<file path="src/rtl/four_bit_demux_pkg.sv">
// Shared constants, slot state type and counter helper for the 1-to-2 demux.
`default_nettype none

package four_bit_demux_pkg;

  localparam int   DEMUX_WIDTH = 4;
  localparam logic CH_A        = 1'b0;
  localparam logic CH_B        = 1'b1;
  localparam int   COUNT_W     = 8;

  typedef enum logic [0:0] {
    SLOT_EMPTY = 1'b0,
    SLOT_FULL  = 1'b1
  } slot_state_e;

  function automatic logic [COUNT_W-1:0] sat_inc(input logic [COUNT_W-1:0] v);
    return (&v) ? v : v + 1'b1;
  endfunction

endpackage

`default_nettype wire

</file>
<file path="src/rtl/demux_hold_slot.sv">
// One-entry holding slot with valid/ready handshake; the consume counter exists
// only when FOUR_BIT_DEMUX_COUNT_EN is defined.
`default_nettype none

module demux_hold_slot
  import four_bit_demux_pkg::*;
#(
  parameter int WIDTH = DEMUX_WIDTH
) (
  input  logic               clk,
  input  logic               rst_n,
  input  logic               load_i,
  input  logic [WIDTH-1:0]   data_i,
  input  logic               ready_i,
  output logic [WIDTH-1:0]   data_o,
  output logic               valid_o,
  output logic               slot_ready_o
`ifdef FOUR_BIT_DEMUX_COUNT_EN
  ,
  output logic [COUNT_W-1:0] count_o
`endif
);

  slot_state_e      state_q, state_d;
  logic [WIDTH-1:0] data_q, data_d;
  logic             consume;

  assign valid_o      = (state_q == SLOT_FULL);
  assign consume      = valid_o & ready_i;
  assign slot_ready_o = ~valid_o | ready_i;
  assign data_o       = data_q;

  always_ff @(posedge clk or negedge rst_n) begin
    if (!rst_n) begin
      state_q <= SLOT_EMPTY;
      data_q  <= '0;
    end else begin
      state_q <= state_d;
      data_q  <= data_d;
    end
  end

  // A load wins over a same-edge consume, so the slot stays full with new data.
  always_comb begin
    state_d = state_q;
    data_d  = data_q;
    unique case (state_q)
      SLOT_EMPTY: begin
        if (load_i) begin
          state_d = SLOT_FULL;
          data_d  = data_i;
        end
      end
      SLOT_FULL: begin
        if (load_i) begin
          data_d = data_i;
        end else if (ready_i) begin
          state_d = SLOT_EMPTY;
        end
      end
      default: state_d = SLOT_EMPTY;
    endcase
  end

`ifdef FOUR_BIT_DEMUX_COUNT_EN
  logic [COUNT_W-1:0] count_q, count_d;

  always_ff @(posedge clk or negedge rst_n) begin
    if (!rst_n) begin
      count_q <= '0;
    end else begin
      count_q <= count_d;
    end
  end

  always_comb begin
    count_d = count_q;
    if (consume) begin
      count_d = sat_inc(count_q);
    end
  end

  assign count_o = count_q;
`else
  logic unused_consume;
  assign unused_consume = consume;
`endif

endmodule

`default_nettype wire

</file>
<file path="src/rtl/four_bit_one_to_two_demux.sv">
// Registered 1-to-2 demux: in_select steers each accepted word into slot A or B.
// Optional per-channel consume counters via FOUR_BIT_DEMUX_COUNT_EN.
`default_nettype none

module four_bit_one_to_two_demux
  import four_bit_demux_pkg::*;
#(
  parameter int WIDTH = DEMUX_WIDTH
) (
  input  logic               clk,
  input  logic               rst,
  input  logic [WIDTH-1:0]   in_data,
  input  logic               in_select,
  input  logic               in_valid,
  output logic               in_ready,
  output logic [WIDTH-1:0]   a_data,
  output logic               a_valid,
  input  logic               a_ready,
  output logic [WIDTH-1:0]   b_data,
  output logic               b_valid,
  input  logic               b_ready
`ifdef FOUR_BIT_DEMUX_COUNT_EN
  ,
  output logic [COUNT_W-1:0] a_count,
  output logic [COUNT_W-1:0] b_count
`endif
);

  logic a_slot_ready;
  logic b_slot_ready;
  logic accept;
  logic a_load;
  logic b_load;

  // Ready depends only on the selected slot, so a stalled channel never blocks the other.
  assign in_ready = (in_select == CH_B) ? b_slot_ready : a_slot_ready;
  assign accept   = in_valid & in_ready;
  assign a_load   = accept & (in_select == CH_A);
  assign b_load   = accept & (in_select == CH_B);

  demux_hold_slot #(.WIDTH(WIDTH)) u_slot_a (
    .clk          (clk),
    .rst_n        (rst),
    .load_i       (a_load),
    .data_i       (in_data),
    .ready_i      (a_ready),
    .data_o       (a_data),
    .valid_o      (a_valid),
    .slot_ready_o (a_slot_ready)
`ifdef FOUR_BIT_DEMUX_COUNT_EN
    ,
    .count_o      (a_count)
`endif
  );

  demux_hold_slot #(.WIDTH(WIDTH)) u_slot_b (
    .clk          (clk),
    .rst_n        (rst),
    .load_i       (b_load),
    .data_i       (in_data),
    .ready_i      (b_ready),
    .data_o       (b_data),
    .valid_o      (b_valid),
    .slot_ready_o (b_slot_ready)
`ifdef FOUR_BIT_DEMUX_COUNT_EN
    ,
    .count_o      (b_count)
`endif
  );

endmodule

`default_nettype wire

</file>
<file path="config.mk">
export PLATFORM = sky130hd
export DESIGN_NAME = four_bit_one_to_two_demux
export DESIGN_NICKNAME = d
export VERILOG_FILES = /design/src/rtl/four_bit_demux_pkg.sv /design/src/rtl/demux_hold_slot.sv /design/src/rtl/four_bit_one_to_two_demux.sv
export SDC_FILE = /design/constraint.sdc
export NUM_CORES = 1
export LEC_CHECK = 0
export CORE_AREA = 2 2 39 41
export CTS_BUF_LIST = sky130_fd_sc_hd__clkbuf_4 sky130_fd_sc_hd__clkbuf_8
export CTS_CLUSTER_DIAMETER = 100
export CTS_CLUSTER_SIZE = 25
export DETAILED_ROUTE_END_ITERATION = 16
export DIE_AREA = 0 0 41 43
export PLACE_DENSITY = 0.62
export SYNTH_ARGS = -nofsm -noshare
export SYNTH_HDL_FRONTEND = slang
export SYNTH_HIERARCHICAL = 1
export SYNTH_SLANG_ARGS = --single-unit
</file>
<file path="constraint.sdc">
create_clock -name clk -period 2.7 [get_ports clk]
set_clock_uncertainty 0.2 [all_clocks]
set_input_delay 0.405 -clock clk [delete_from_list [all_inputs] [get_ports clk]]
set_output_delay 0.405 -clock clk [all_outputs]
set_load 0.05 [all_outputs]
</file>
# --- Word level (Yosys, flattened, before mapping) ---
# Cells that the tools add are included.
totals:
  reg_bits: 10
  inputBits: 10
  output_inout_bits: 11
  word_cells: 23
classes:
  mux: 11
  bitwise: 8
op_table:
  columns: ["op", "count"]
  rows:
  - ["$mux 4", 2]
  - ["$mux 1", 7]
  - ["$pmux 1 s2", 2]
  - ["$and 1x1->1", 3]
  - ["$not 1->1", 3]
  - ["$or 1x1->1", 2]

# --- Longest topological paths before layout ---
# Gate-level depths: netlist of the first run.
logic_depth:
  word_depth: 7
  ltp_mapped: 3
  depth_no_buf: 3

# --- Cells and area by module ---
# The synthesis of the first run kept the hierarchy.
modules_own_cells:
  columns: ["module", "n_inst", "cells_each", "area_per_inst_um2", "seq_area_each_um2"]
  rows:
  - ["demux_hold_slot", 2, 11, 182.7, 125.1]
  - ["four_bit_one_to_two_demux", 1, 3, 32.5, 0.0]

# --- Worst setup path before layout of the first run ---
# OpenSTA, ideal clock, no wires.
synth_timing:
  path_kind: "register -> output"
  start: "reg u_slot_a.state_q, in the netlist u_slot_a/valid_o"
  end: "out in_ready"
  t_arrival_ps: 1111
  required_time_ps: 2095
  setup_slack_ps: 984
  path_stages_with_launch: 3
  path_buffers: 0
  path_cell_list: "dfrtp_1 > nand2b_1 > mux2_4"
synth_between:
  elab_chain_cells: 3
synth_rtl:
  columns: ["element", "line", "rtl"]
  rows:
  - ["from (decl)", "demux_hold_slot.sv:24", "slot_state_e state_q, state_d;"]
  - ["from (signal assigned)", "demux_hold_slot.sv:38", "state_q <= state_d;"]
  - ["$not 1->1", "demux_hold_slot.sv:30", "assign slot_ready_o = ~valid_o | ready_i;"]
  - ["$or 1x1->1", "demux_hold_slot.sv:30", null]
  - ["named net a_slot_ready", "four_bit_one_to_two_demux.sv:29", "logic a_slot_ready;"]
  - ["$mux 1", "four_bit_one_to_two_demux.sv:36", "assign in_ready = (in_select == CH_B) ? b_slot_ready : a_slot_ready;"]
  - ["to (decl)", "four_bit_one_to_two_demux.sv:15", "output logic in_ready,"]
# The timed path passes the listed nets, and every way through them passes these cells.

# --- Final worst setup path of the first run ---
layout_timing:
  start: "in a_ready"
  end: "out in_ready"
layout_between:
  elab_chain_cells: 2
layout_rtl:
  columns: ["element", "line", "rtl"]
  rows:
  - ["from (decl)", "four_bit_one_to_two_demux.sv:18", "input logic a_ready,"]
  - ["$or 1x1->1", "demux_hold_slot.sv:30", null]
  - ["named net a_slot_ready", "four_bit_one_to_two_demux.sv:29", null]
  - ["$mux 1", "four_bit_one_to_two_demux.sv:36", null]
# The timed path passes the listed nets, and every way through them passes these cells.

==> run summary, run 1 <==
Biggest area consumer among synthesized cells - dfrtp_1
Post-Syn Instances - 25
Core area - 0.001384 mm2
Critical Path Max Stage Delay - 410 ps
Avg Vias per Cell - 4.766
Final GP Congestion - 0.6104
Leak - 0.2726 nW
Number of synthesized flops with an enable pin - 0
Total number of vias - 305
I/O pins - 21
Max-cap violation count - 0
Sequential share of the synthesized area - 0.6289
Diodes inserted - 0
VDD IR max - 0.0003147 V
Flop pwr share - 0.388
CP Max Fanout - 3
Critical Path Start Type - input port
Post-CTS Resized - 0
Gr ovfl total - 0
Post-CTS setup buffer count - 0
Final Hold Viols - 0
Die span in x - 41 um
Post-synthesis register bit count - 10
Post-synthesis compound-gate area fraction - 0
H-tree levels - 1
Combinational Power Share - 0.413
Mux cell area share after synthesis - 0.2642
Fin util - 0.4611
Final Max Tran Viols - 0
Synth top area share - 0.6289
Worst-Skew Late Latency - 260 ps
Total wire length - 803 um
First-pass GRT wire length - 1207 um
Syn_nets - 35
DRT Pass-1 Iters - 2
Num CTS Buffers - 3
Hold crit path type - in2async
Status - finished clean
CP max-delay cell - clkdlybuf4s50_1
Crit path kind - in2out
Worst Path Required - 2100 ps
Netlist Area Pre-Place - 397.9 um2
Root buf cell - clkbuf_4
Initial antenna violation count - 0
CTS tree - yes
Synth Area in Adders - 0
Net Sw Power - 0.1791 mW
Area Growth Syn to Fin - 60.38%
WL per Instance - 12.55 um
Largest net degree at the start of global routing - 11
Fin crit share - 0.7633
Setup TNS Final - 0 ps
Die Area - 0.001763 mm2
Cell internal pwr - 0.3039 mW
Top cells by area, synth - dfrtp_1 63%, mux2_2 23%, nand2b_1 6.3%
Count of final setup violators - 0
Synth warn - 6
Net Sw Frac - 0.3708
Rows - 14
Post-route antenna net violation count - 0
Asr flop ratio synth - 1.000
Worst path cell trace - clkdlybuf4s50_1 -> nand2b_1 -> mux2_4 -> buf_4
# fillers - 129
Yosys cell types - 6
Xor and xnor area share after synthesis - 0
Final #Nets - 60
Actual slew at the worst max-slew pin - 497.8 ps
Layout cells sized above 1 - 0.3125
Largest family of logic cells by synthesized area - multiplexers
Post-Synth Simple-Gate Area - 0.1069
Clock share of power - 0.199
Drt initial violations - 5
Cts hold-fix bufs - 0
Pwr dens - 757.0 mW/mm2
Starting density of the core - 0.2875
DRC Markers - 0
Power Total - 0.4830 mW
Worst-path clk slew - 60 ps
Vias in the first global route - 313
Main synth FF type - dfrtp_1
# port buffers - 20
# clock sinks - 10
Syn avg cell area - 15.92 um2
Post-synth top cells - 10 x dfrtp_1, 8 x mux2_2, 4 x nand2b_1
FMAX - 485.2 MHz
Crit path DAT - 1460 ps
Total GRT Usage - 0.1091
Slew margin rel. - 0.6671
RSZ-0062 raised after global routing - no
Crit path time final - 2061 ps
Most numerous cell in the Yosys netlist - dfrtp_1
CTS max path bufs - 2
Crit. End Element - output pin
Chip Height - 43 um
layout by cell type (no fill, tap or decap), drive strengths merged:
| cell | n |
|---|---|
| mux2 | 9 |
| clkdlybuf4s50 | 19 |
| and3 | 1 |
| and3b | 1 |
| buf | 1 |
| nand2b | 4 |
| clkbuf | 3 |
| dfrtp | 10 |
final timing paths:
kind / from / to / slack (ps) / cells past startpoint
max: a_ready / in_ready / 640 / 4
min: rst / u_slot_b/valid_o$_DFF_PN0_ / 250 / 1
max reg2reg: u_slot_b/valid_o$_DFF_PN0_ / u_slot_b/data_o[0]$_DFFE_PN0P_ / 1290 / 3
min reg2reg: u_slot_b/data_o[0]$_DFFE_PN0P_ / u_slot_b/data_o[0]$_DFFE_PN0P_ / 310 / 1
max in group asynchronous: rst / u_slot_a/data_o[0]$_DFFE_PN0P_ / 1740 / 1
min in group clk: u_slot_b/data_o[0]$_DFFE_PN0P_ / u_slot_b/data_o[0]$_DFFE_PN0P_ / 310 / 1
power by group through the flow:
stage               clock (mW)  combinational [mW]  sequential, mW
detailed placement           0               0.201           0.190
global route             0.107               0.208           0.190
CTS                      0.101               0.202           0.187
floorplan                    0              0.0354           0.280
finish                  0.0961               0.200           0.187
global placement             0               0.200           0.189
cell families after synthesis:
group            count (synthesis)
flip-flops                      10
multiplexers                     9
AND/OR/NAND/NOR                  6
metrics by stage:
| stage | hold WS, ps | std cells | instance area, um2 | setup WS, ps |
|---|---|---|---|---|
| after floorplan | -90.59 | 25 | 397.9 | 983.6 |
| after global placement | 292.6 | 61 | 615.6 | 687.6 |
| after detailed placement | 298.8 | 61 | 615.6 | 641.7 |
| after CTS | 267.0 | 64 | 638.1 | 631.6 |
| after global routing | 286.3 | 64 | 638.1 | 611.5 |
| final | 254.7 | 64 | 638.1 | 639.0 |
flip-flops by register name (all words and copies together), names as in the netlist:
signal / flops
u_slot_b/valid_o: 1
u_slot_b/data_o: 4
u_slot_a/valid_o: 1
u_slot_a/data_o: 4
metal layers:
metal	up-vias	global-route usage	part of all wire
met4	0	0.1000	0.020
met5	-	0	0
met2	13	0.1750	0.51
met3	2	0.03141	0.085
met1	154	0.1014	0.38
li1	136	-	-
layout make-up:
cell class	instances	area, um2	share of cell area
multi-input cells	15	147.6	0.2314
flip-flops and latches	10	250.2	0.3922
repair buffers	20	197.7	0.3098
clock buffers	3	22.52	0.03529
well taps	16	20.02	0.03137
worst max-delay path, delay by kind of cell:
| kind | cells | cell delay (ps) |
|---|---|---|
| buffers and inverters | 2 | 600 |
| multiplexers | 1 | 280 |
| AND/OR/NAND/NOR | 1 | 180 |
No activity file was read; power rests on OpenSTA's default activity.
==> run 2, diff against run 1 <==
==> constraint.sdc (replaced) <==
create_clock -name clk -period 1.9 [get_ports clk]
set_clock_uncertainty 0.2 [all_clocks]
set_input_delay 0.285 -clock clk [delete_from_list [all_inputs] [get_ports clk]]
set_output_delay 0.285 -clock clk [all_outputs]
set_load 0.05 [all_outputs]
==> run 2 against run 1 <==
Net effect: via count fell by 7.2%; cell area fell by 1.8%; critical endpoint unchanged; critical path depth did not move; highest routed layer is now met3; clock power rose by 93%; non-clock buffer count did not move; final cell count rose by 1.6%; power rose by 50%.
==> run summary, run 2 (synthesized netlist as in run 1, its figures left out) <==
Status - finished clean
Post-route antenna net violation count - 0
Fin crit share - 0.9649
Total wire length - 826 um
Actual slew at the worst max-slew pin - 437.9 ps
Final Max Tran Viols - 0
Hold crit path type - in2async
WL per Instance - 12.71 um
Largest net degree at the start of global routing - 11
Crit path DAT - 1350 ps
RSZ-0062 raised after global routing - no
Non-Filler Instances - 65
Crit path max-delay family - buffers and inverters
Critical Path Start Type - input port
Layout cells sized above 1 - 0.5306
Chip Height - 43 um
Hold_ws - 134.5 ps
Pwr dens - 1153 mW/mm2
Cts hold-fix bufs - 0
Placed insts - 61
Worst path cell trace - clkdlybuf4s50_1 -> nand2b_1 -> mux2_4 -> buf_4
First-pass GRT wire length - 1173 um
Core area - 0.001384 mm2
Post-CTS Resized - 0
Total number of vias - 283
# port buffers - 20
Critical Path Source - a_ready
# clock sinks - 10
Critical Path Max Stage Delay - 410 ps
Power Total - 0.7225 mW
Most frequent cells in the layout - 11 x buf_4, 10 x dfrtp_1, 9 x clkdlybuf4s50_1
Leak - 0.2898 nW
CTS tree - yes
Gr ovfl total - 0
Worst-path clk slew - 60 ps
Area Growth Syn to Fin - 57.55%
FF-to-FF Start - u_slot_a/valid_o$_DFF_PN0_
Starting density of the core - 0.2875
Slew margin rel. - 0.7072
CTS max path bufs - 2
Crit path kind - in2out
CP max-delay cell - clkdlybuf4s50_1
Final Hold Viols - 0
DRC Markers - 0
Diodes inserted - 0
DRT Pass-1 Iters - 3
VDD IR max - 0.0003945 V
Drt initial violations - 1
Die Area - 0.001763 mm2
Rows - 14
Total GRT Usage - 0.1063
Initial antenna violation count - 0
Crit path time final - 1833 ps
Vias in the first global route - 305
H-tree levels - 1
Num CTS Buffers - 3
Final #Nets - 60
Crit. End Element - output pin
Commonest non-fill, non-tap cell in the layout - buf_4
Setup TNS Final - 0 ps
Max-cap violation count - 0
I/O pins - 21
Worst Path Required - 1410 ps
Final GP Congestion - 0.6449
WP buf/inv - 2
CP Max Fanout - 3
Count of final setup violators - 0
Avg Vias per Cell - 4.354
Die span in x - 41 um
Root buf cell - clkbuf_4
Post-CTS setup buffer count - 0
Worst-Skew Late Latency - 260 ps
Fin util - 0.4530
FMAX - 545.5 MHz
[run 2: cell types whose count changed in the layout (fill, tap and decap cells not counted), sizes merged]
cell	delta
buf	+10
clkdlybuf4s50	-10
clkbuf	+1
[run 2: through the flow]
step | setup WS, ps | cell area [um2]
6_report | 66.74 | 626.9
5_1_grt | 19.14 | 626.9
4_1_cts | 45.03 | 626.9
3_5_place_dp | 32.98 | 590.6
3_3_place_gp | 107.7 | 590.6
2_1_floorplan | 292.9 | 397.9
[run 2: power breakdown]
part           switching (mW)  internal (mW)  leakage, nW
registers              0.0174          0.249        0.119
clock network          0.0690          0.116       0.0210
logic                   0.174         0.0972        0.150
[run 2: layer usage]
layer / wire [um] / GRT usage / share of wire / vias up
met3: 72 / 0.05236 / 0.087 / 0
met1: 313 / 0.08532 / 0.38 / 139
met2: 440 / 0.1781 / 0.53 / 11
met5: 0 / 0 / 0 / -
li1: - / - / - / 133
met4: 0 / 0.08000 / 0 / 0
[run 2: final timing paths]
kind / to / slack (ps) / cells after the start
hold / removal: u_slot_b/data_o[1]$_DFFE_PN0P_ / 130 / 1
setup / recovery: in_ready / 70 / 4
setup reg to reg: u_slot_a/data_o[2]$_DFFE_PN0P_ / 470 / 3
hold reg to reg: u_slot_a/data_o[1]$_DFFE_PN0P_ / 310 / 1
max in group asynchronous: u_slot_a/data_o[2]$_DFFE_PN0P_ / 1060 / 1
min in group clk: u_slot_a/data_o[1]$_DFFE_PN0P_ / 310 / 1
[run 2: area by class of cell]
| type | instances | area (um2) |
|---|---|---|
| clock buffers | 4 | 36.28 |
| multi-input cells | 15 | 147.6 |
| well taps | 16 | 20.02 |
| flip-flops and latches | 10 | 250.2 |
| fillers | 133 | 757.0 |
| repair buffers | 20 | 172.7 |
[run 2: worst reg2reg max path, delay by kind of cell, from the launching register on]
family	cells	cell delay, ps
multiplexers	1	340
AND/OR/NAND/NOR	2	390
flip-flops	1	380
